==> src/rtl/cache_miss_ctrl_pkg.sv <==
// Shared types and parameter defaults for the cache miss controller.
package cache_miss_ctrl_pkg;

    typedef enum logic [1:0] {
        StIdle,
        StCompare,
        StWriteback,
        StFill
    } cache_state_t;

    localparam int unsigned NumSetsDef     = 4;
    localparam int unsigned LinesPerSetDef = 16;
    localparam int unsigned AddrBitsDef    = 32;
    localparam int unsigned LineBytesDef   = 32;

    // Tag width left over once index and line offset are removed from the address.
    function automatic int unsigned tag_bits(input int unsigned addr_bits,
                                             input int unsigned lines_per_set,
                                             input int unsigned line_bytes);
        return addr_bits - $clog2(lines_per_set) - $clog2(line_bytes);
    endfunction

endpackage

==> src/rtl/cache_miss_ctrl_if.sv <==
// CPU, array/NMRU and physical-memory signals of the miss controller.
interface cache_miss_ctrl_if
    import cache_miss_ctrl_pkg::*;
#(
    parameter int unsigned num_sets      = NumSetsDef,
    parameter int unsigned lines_per_set = LinesPerSetDef,
    parameter int unsigned addr_bits     = AddrBitsDef,
    parameter int unsigned line_bytes    = LineBytesDef
);
    localparam int unsigned Idx = $clog2(lines_per_set);
    localparam int unsigned Tag = tag_bits(addr_bits, lines_per_set, line_bytes);

    // CPU side
    logic                 cpu_read;
    logic                 cpu_write;
    logic [addr_bits-1:0] cpu_addr;
    logic                 cpu_resp;

    // Tag/data/dirty arrays and NMRU
    logic [Idx-1:0]       index_lo;
    logic [num_sets-1:0]  hit_vector;
    logic [num_sets-1:0]  dirty_vector;
    logic [num_sets-1:0]  cache_replacement_select;
    logic [Tag-1:0]       victim_tag;
    logic [num_sets-1:0]  way_sel;
    logic                 data_load;
    logic                 fill_sel;
    logic                 tag_load;
    logic                 dirty_set;
    logic                 dirty_clr;
    logic                 cache_replacement_update;
    logic [num_sets-1:0]  update_vector;

    // Physical memory
    logic                 pmem_read;
    logic                 pmem_write;
    logic [addr_bits-1:0] pmem_addr;
    logic                 pmem_resp;

    modport ctrl (
        input  cpu_read, cpu_write, cpu_addr, hit_vector, dirty_vector,
               cache_replacement_select, victim_tag, pmem_resp,
        output cpu_resp, index_lo, way_sel, data_load, fill_sel, tag_load, dirty_set,
               dirty_clr, cache_replacement_update, update_vector, pmem_read, pmem_write,
               pmem_addr
    );

    modport env (
        output cpu_read, cpu_write, cpu_addr, hit_vector, dirty_vector,
               cache_replacement_select, victim_tag, pmem_resp,
        input  cpu_resp, index_lo, way_sel, data_load, fill_sel, tag_load, dirty_set,
               dirty_clr, cache_replacement_update, update_vector, pmem_read, pmem_write,
               pmem_addr
    );

endinterface

==> src/rtl/cache_miss_ctrl_onehot_prio.sv <==
// Reduces a way vector to a single way: lowest set bit wins, empty selects way 0.
module cache_miss_ctrl_onehot_prio
    import cache_miss_ctrl_pkg::*;
#(
    parameter int unsigned num_sets = NumSetsDef
) (
    input  logic [num_sets-1:0] in_i,
    output logic [num_sets-1:0] out_o
);
    localparam logic [num_sets-1:0] One = num_sets'(1);

    // Isolate the lowest set bit via two's complement; fall back to way 0 when empty.
    always_comb begin
        out_o = in_i & (~in_i + One);
        if (in_i == '0) begin
            out_o = One;
        end
    end

endmodule

==> src/rtl/cache_miss_ctrl.sv <==
// Hit/miss control FSM between the CPU port, the cache arrays and the NMRU block.
// A miss writes back a dirty victim, fills the line, then retries COMPARE so every
// completion and replacement update comes from the hit path.
module cache_miss_ctrl
    import cache_miss_ctrl_pkg::*;
#(
    parameter int unsigned num_sets      = NumSetsDef,
    parameter int unsigned lines_per_set = LinesPerSetDef,
    parameter int unsigned addr_bits     = AddrBitsDef,
    parameter int unsigned line_bytes    = LineBytesDef
) (
    input logic             clk,
    input logic             rst,
    cache_miss_ctrl_if.ctrl bus
);
    localparam int unsigned Idx = $clog2(lines_per_set);
    localparam int unsigned Off = $clog2(line_bytes);
    localparam logic [addr_bits-1:0] OffMask = addr_bits'((64'd1 << Off) - 64'd1);

    cache_state_t         state_q, state_d;
    logic [num_sets-1:0]  victim_q, victim_d;
    logic [num_sets-1:0]  hit_way;
    logic [num_sets-1:0]  sel_way;
    logic [Idx-1:0]       index;
    logic [addr_bits-1:0] line_addr;
    logic                 hit;

    assign index     = bus.cpu_addr[Off +: Idx];
    assign line_addr = bus.cpu_addr & ~OffMask;
    assign hit       = |bus.hit_vector;

    cache_miss_ctrl_onehot_prio #(
        .num_sets (num_sets)
    ) u_hit_prio (
        .in_i  (bus.hit_vector),
        .out_o (hit_way)
    );

    cache_miss_ctrl_onehot_prio #(
        .num_sets (num_sets)
    ) u_victim_prio (
        .in_i  (bus.cache_replacement_select),
        .out_o (sel_way)
    );

    // State and victim registers; reset abandons any miss in flight.
    always_ff @(posedge clk or negedge rst) begin
        if (!rst) begin
            state_q  <= StIdle;
            victim_q <= '0;
        end else begin
            state_q  <= state_d;
            victim_q <= victim_d;
        end
    end

    // Next state and all outputs decoded from the current state.
    always_comb begin
        state_d                      = state_q;
        victim_d                     = victim_q;
        bus.index_lo                 = index;
        bus.cpu_resp                 = 1'b0;
        bus.way_sel                  = '0;
        bus.data_load                = 1'b0;
        bus.fill_sel                 = 1'b0;
        bus.tag_load                 = 1'b0;
        bus.dirty_set                = 1'b0;
        bus.dirty_clr                = 1'b0;
        bus.cache_replacement_update = 1'b0;
        bus.update_vector            = '0;
        bus.pmem_read                = 1'b0;
        bus.pmem_write               = 1'b0;
        bus.pmem_addr                = '0;
        case (state_q)
            StIdle: begin
                if (bus.cpu_read || bus.cpu_write) begin
                    state_d = StCompare;
                end
            end
            StCompare: begin
                if (hit) begin
                    bus.way_sel                  = hit_way;
                    bus.cpu_resp                 = 1'b1;
                    bus.cache_replacement_update = 1'b1;
                    bus.update_vector            = hit_way;
                    if (bus.cpu_write) begin
                        bus.data_load = 1'b1;
                        bus.dirty_set = 1'b1;
                    end
                    state_d = StIdle;
                end else begin
                    victim_d = sel_way;
                    // Dirtiness judged on the sanitised victim, the way actually evicted.
                    state_d  = |(bus.dirty_vector & sel_way) ? StWriteback : StFill;
                end
            end
            StWriteback: begin
                bus.way_sel    = victim_q;
                bus.pmem_write = 1'b1;
                bus.pmem_addr  = {bus.victim_tag, index, {Off{1'b0}}};
                if (bus.pmem_resp) begin
                    bus.dirty_clr = 1'b1;
                    state_d       = StFill;
                end
            end
            StFill: begin
                bus.way_sel   = victim_q;
                bus.pmem_read = 1'b1;
                bus.pmem_addr = line_addr;
                if (bus.pmem_resp) begin
                    bus.data_load = 1'b1;
                    bus.fill_sel  = 1'b1;
                    bus.tag_load  = 1'b1;
                    state_d       = StCompare;
                end
            end
            default: state_d = StIdle;
        endcase
    end

    // Flag illegal input conditions in simulation.
    always @(posedge clk) begin
        if (rst && state_q == StCompare) begin
            assert ($onehot0(bus.hit_vector))
                else $error("cache_miss_ctrl: multiple hit ways %b", bus.hit_vector);
        end
        if (rst && (state_q == StWriteback || state_q == StFill)) begin
            assert (bus.cpu_read || bus.cpu_write)
                else $error("cache_miss_ctrl: request dropped during miss handling");
        end
    end

endmodule

==> src/flat_wrapper.sv <==
// flat-port wrapper written by rule: the top's interface ports become plain ports
module cache_miss_ctrl_flat import cache_miss_ctrl_pkg::*;
#(
    parameter int unsigned num_sets      = NumSetsDef,
    parameter int unsigned lines_per_set = LinesPerSetDef,
    parameter int unsigned addr_bits     = AddrBitsDef,
    parameter int unsigned line_bytes    = LineBytesDef
)
  (clk, rst, bus_cpu_read, bus_cpu_write, bus_cpu_addr, bus_hit_vector, bus_dirty_vector, bus_cache_replacement_select, bus_victim_tag, bus_pmem_resp, bus_cpu_resp, bus_index_lo, bus_way_sel, bus_data_load, bus_fill_sel, bus_tag_load, bus_dirty_set, bus_dirty_clr, bus_cache_replacement_update, bus_update_vector, bus_pmem_read, bus_pmem_write, bus_pmem_addr);
  cache_miss_ctrl_if #(.num_sets(num_sets), .lines_per_set(lines_per_set), .addr_bits(addr_bits), .line_bytes(line_bytes)) bus_i ();
  input logic clk;
  input logic rst;
  input wire logic [$bits(bus_i.cpu_read)-1:0] bus_cpu_read;
  input wire logic [$bits(bus_i.cpu_write)-1:0] bus_cpu_write;
  input wire logic [$bits(bus_i.cpu_addr)-1:0] bus_cpu_addr;
  input wire logic [$bits(bus_i.hit_vector)-1:0] bus_hit_vector;
  input wire logic [$bits(bus_i.dirty_vector)-1:0] bus_dirty_vector;
  input wire logic [$bits(bus_i.cache_replacement_select)-1:0] bus_cache_replacement_select;
  input wire logic [$bits(bus_i.victim_tag)-1:0] bus_victim_tag;
  input wire logic [$bits(bus_i.pmem_resp)-1:0] bus_pmem_resp;
  output wire logic [$bits(bus_i.cpu_resp)-1:0] bus_cpu_resp;
  output wire logic [$bits(bus_i.index_lo)-1:0] bus_index_lo;
  output wire logic [$bits(bus_i.way_sel)-1:0] bus_way_sel;
  output wire logic [$bits(bus_i.data_load)-1:0] bus_data_load;
  output wire logic [$bits(bus_i.fill_sel)-1:0] bus_fill_sel;
  output wire logic [$bits(bus_i.tag_load)-1:0] bus_tag_load;
  output wire logic [$bits(bus_i.dirty_set)-1:0] bus_dirty_set;
  output wire logic [$bits(bus_i.dirty_clr)-1:0] bus_dirty_clr;
  output wire logic [$bits(bus_i.cache_replacement_update)-1:0] bus_cache_replacement_update;
  output wire logic [$bits(bus_i.update_vector)-1:0] bus_update_vector;
  output wire logic [$bits(bus_i.pmem_read)-1:0] bus_pmem_read;
  output wire logic [$bits(bus_i.pmem_write)-1:0] bus_pmem_write;
  output wire logic [$bits(bus_i.pmem_addr)-1:0] bus_pmem_addr;
  assign bus_i.cpu_read = bus_cpu_read;
  assign bus_i.cpu_write = bus_cpu_write;
  assign bus_i.cpu_addr = bus_cpu_addr;
  assign bus_i.hit_vector = bus_hit_vector;
  assign bus_i.dirty_vector = bus_dirty_vector;
  assign bus_i.cache_replacement_select = bus_cache_replacement_select;
  assign bus_i.victim_tag = bus_victim_tag;
  assign bus_i.pmem_resp = bus_pmem_resp;
  assign bus_cpu_resp = bus_i.cpu_resp;
  assign bus_index_lo = bus_i.index_lo;
  assign bus_way_sel = bus_i.way_sel;
  assign bus_data_load = bus_i.data_load;
  assign bus_fill_sel = bus_i.fill_sel;
  assign bus_tag_load = bus_i.tag_load;
  assign bus_dirty_set = bus_i.dirty_set;
  assign bus_dirty_clr = bus_i.dirty_clr;
  assign bus_cache_replacement_update = bus_i.cache_replacement_update;
  assign bus_update_vector = bus_i.update_vector;
  assign bus_pmem_read = bus_i.pmem_read;
  assign bus_pmem_write = bus_i.pmem_write;
  assign bus_pmem_addr = bus_i.pmem_addr;
  cache_miss_ctrl #(.num_sets(num_sets), .lines_per_set(lines_per_set), .addr_bits(addr_bits), .line_bytes(line_bytes)) u_core (.clk(clk), .rst(rst), .bus(bus_i));
endmodule
==> config.mk <==
export PLATFORM = sky130hd
export DESIGN_NAME = cache_miss_ctrl_flat
export DESIGN_NICKNAME = d
export VERILOG_FILES = /design/src/rtl/cache_miss_ctrl_pkg.sv /design/src/rtl/cache_miss_ctrl_if.sv /design/src/rtl/cache_miss_ctrl_onehot_prio.sv /design/src/rtl/cache_miss_ctrl.sv /design/src/flat_wrapper.sv
export SDC_FILE = /design/constraint.sdc
export NUM_CORES = 1
export LEC_CHECK = 0
export BUFFER_PORTS_ARGS = -buffer_cell sky130_fd_sc_hd__buf_2
export CAP_MARGIN = 15
export CORE_MARGIN = 2
export CORE_UTILIZATION = 30
export DETAILED_ROUTE_END_ITERATION = 7
export PLACE_DENSITY = 0.89
export SYNTH_ARGS = -nofsm -noshare
export SYNTH_HDL_FRONTEND = slang
export SYNTH_SLANG_ARGS = --single-unit
export TNS_END_PERCENT = 20
==> constraint.sdc <==
create_clock -name clk -period 1.8 [get_ports clk]
set_input_delay 0.18 -clock clk [delete_from_list [all_inputs] [get_ports clk]]
set_output_delay 0.18 -clock clk [all_outputs]
set_load 0.05 [all_outputs]
==> results.txt <==
status -> completed
Initial Util -> 31.2%
Syn. warnings -> 0
clk slew on worst S/H paths -> 0.05 ns
Worst Setup Path Type -> reg2out
Max Root-Sink Buffers -> 2
Vias per Instance -> 4.94
placed instance area -> 1480 um2
Nets -> 292
flip-flop and latch count after synthesis -> 6
Critical Path Start -> u_core.state_q[0]
clock root buffer -> clkbuf_4
HPWL Detailed -> 2.66 mm
Post-Syn Area -> 852 um2
total of max-cap violations -> 0
total gr overflow -> 0
Netlist cell types -> 30
Final Setup Violations -> 0
chip width -> 57.3 um
required time worst endpoint -> 1.62 ns
All-Layer GR Usage -> 18.3%
post-route cell area -> 1730 um2
WHS Endpoint -> u_core.victim_q[1]
hold depth -> 3
DP Worst Slack -> 0.116 ns
sequential fraction of the synthesis area -> 17.6%
cells along the critical path -> ha_4 -> nor3b_4 -> and3b_2 -> o21a_4 -> buf_6
IO buf count -> 114
reg2reg start -> u_core.state_q[1]
Slew @ Worst Pin -> 0.604 ns
hold wc startpoint -> bus_cache_replacement_select[1]
fin crit period -> 1.80 ns
placed cell count -> 240
fin worst setup slack -> 0.00309 ns
DRT Pass-1 Iters -> 4
clk_lat worst skew -> 0.25 ns
largest net degree at the start of global routing -> 28
area of the core -> 2730 um2
R2R Setup Slk -> 0.13 ns
Worst Setup Start Kind -> register
CTS buffer count -> 3
fill count -> 242
synthesized area per cell -> 8.27 um2
setup_tns -> 0 ns
FMAX -> 557 MHz
Primary FF master, synth -> dfrtp_1
clk_skew -> 0.00620 ns
final WL -> 3.41 mm
final antenna-violating net count -> 0
relative slew slack -> 59.1%
drt wl/cell -> 13.9 um
Post-Layout Cell Count -> 246
Max H-tree Level -> 1
first-pass GRT wire length -> 4.71 mm
final worst-path cycle share -> 99.8%
routability cong. -> 0.806
CP max stage delay -> 0.46 ns
Pleak -> 0.000936 uW
RSZ-0062 raised after global routing -> yes
R2R depth -> 8
vias in the first global route -> 1077
# diodes -> 0
maximum fanout along the worst path -> 4
critical path's slowest cell -> dfrtp_2
synthesis-to-finish area growth -> 103%
Starting DRT DRC Count -> 46
Remaining DRCs -> 0
die area -> 3280 um2
Post-synth EDFFs -> 0
CTS tree -> done
Post-synth ARST share -> 100%
I/O pin count -> 125
Cells after Synth -> 103
worst min path class -> in2reg
share of cells above drive strength 1 -> 78.1%
total power per unit cell area -> 805 nW/um2
Peak VDD IR -> 0.840 mV
Die Ht -> 57.3 um
# rows -> 19
routed vias -> 1215
Worst setup EP type -> output port
Fin. Hold Viols -> 0
initial antenna violation count -> 0
Slew Limit Fails -> 0
Reg2Reg Capture Point -> u_core.state_q[0]
Num Clock Sinks -> 6
crit path DAT -> 1.62 ns
through the flow:
step,power (uW),utilization [%],hold WS (ns)
finish,1390,63.2,0.231
global route,1460,63.2,0.238
CTS,1360,59.0,0.235
detailed placement,1160,54.1,0.0112
global placement,1130,54.1,0.00997
floorplan,934,-,-0.116
layout make-up:
type	count	area [um2]	share of cell area (%)
multi-input cells	81	707	40.9
clock buffers	4	26.3	1.52
well taps	31	38.8	2.24
flip-flops and latches	6	153	8.83
inverters	3	11.3	0.652
repair buffers	121	792	45.8
registers in the layout, indices dropped and copies added, names as in the netlist:
register / flops
u_core.victim_q: 4
u_core.state_q: 2
power breakdown:
group / switching (uW) / internal [uW]
Sequential: 46.5 / 179
Combinational: 656 / 372
Clock: 53.5 / 84.3
worst max path at each step:
stage | depth (start not counted) | slack, ns | end
after floorplan | 6 | -0.07 | bus_way_sel[2]
after global placement | 6 | 0.17 | bus_way_sel[3]
after detailed placement | 6 | 0.12 | bus_way_sel[3]
after CTS | 5 | 0.003 | bus_pmem_addr[12]
after global routing | 5 | -0.04 | bus_way_sel[3]
final | 5 | 0.003 | bus_way_sel[3]
layout by cell type (no fill, tap or decap), drive strengths merged:
master         n
ha             4
buf          118
nor4b          1
a21oi          5
conb           5
nor3           1
nand2b         1
nor2b          2
o41a           1
or2            1
a22o          23
o21a           2
nand3b         2
nand2          6
nor2           7
a2111oi        1
nor3b          1
o21ai          3
o22a           1
and2           9
dlygate4sd3    1
and3b          2
o32a           1
clkbuf         6
dfrtp          6
inv            3
mux2           2
synth_stat cells, types with 2 or more instances:
cell	instances	share of area [%]
a21oi_1	5	2.9
clkbuf_1	5	2.2
nor2_1	7	3.1
inv_1	3	1.3
buf_4	11	9.7
nand3b_1	2	1.8
and2_1	8	5.9
mux2_2	2	2.6
a22o_1	23	24
o21a_1	2	1.8
ha_1	4	5.9
nand2_1	5	2.2
dfrtp_1	6	18
o21ai_0	3	1.8
nor2b_1	2	1.5
worst max-delay path, delay by kind of cell, from the launching register on:
| family | cells | cell delay [ns] |
|---|---|---|
| buffers and inverters | 1 | 0.15 |
| flip-flops | 1 | 0.46 |
| AO/OA/AOI/OAI | 1 | 0.20 |
| adder cells (fa/ha/maj) | 1 | 0.19 |
| AND/OR/NAND/NOR | 2 | 0.38 |
layer usage:
layer	vias up	GRT usage [%]	share of wire [%]
li1	587	-	-
met1	546	19.6	37
met2	70	33.7	52
met3	12	5.90	8.5
met4	0	6.31	2.2
met5	-	0	0
cells by family (layout without fill, tap and decap cells):
| kind of cell | count (synthesis) | after routing | synth area share, % |
|---|---|---|---|
| adders and majority gates | 4 | 4 | 5.87 |
| buffers and inverters | 20 | 128 | 13.8 |
| AOI/OAI and AO/OA | 37 | 37 | 35.4 |
| muxes | 2 | 2 | 2.64 |
| other | 1 | 5 | 0.440 |
| and+or+nand+nor | 33 | 33 | 24.2 |
| DFF | 6 | 6 | 17.6 |
what timing repair did:
item                                    CTS  global route
hold buffers                              1             0
buffers inserted                          1             0
endpoints found under the hold margin     6             0
gates resized for setup                  29            35
endpoints found under the setup margin   22            29
pin swaps                                 1             1
(Power assumes the default switching activity.)
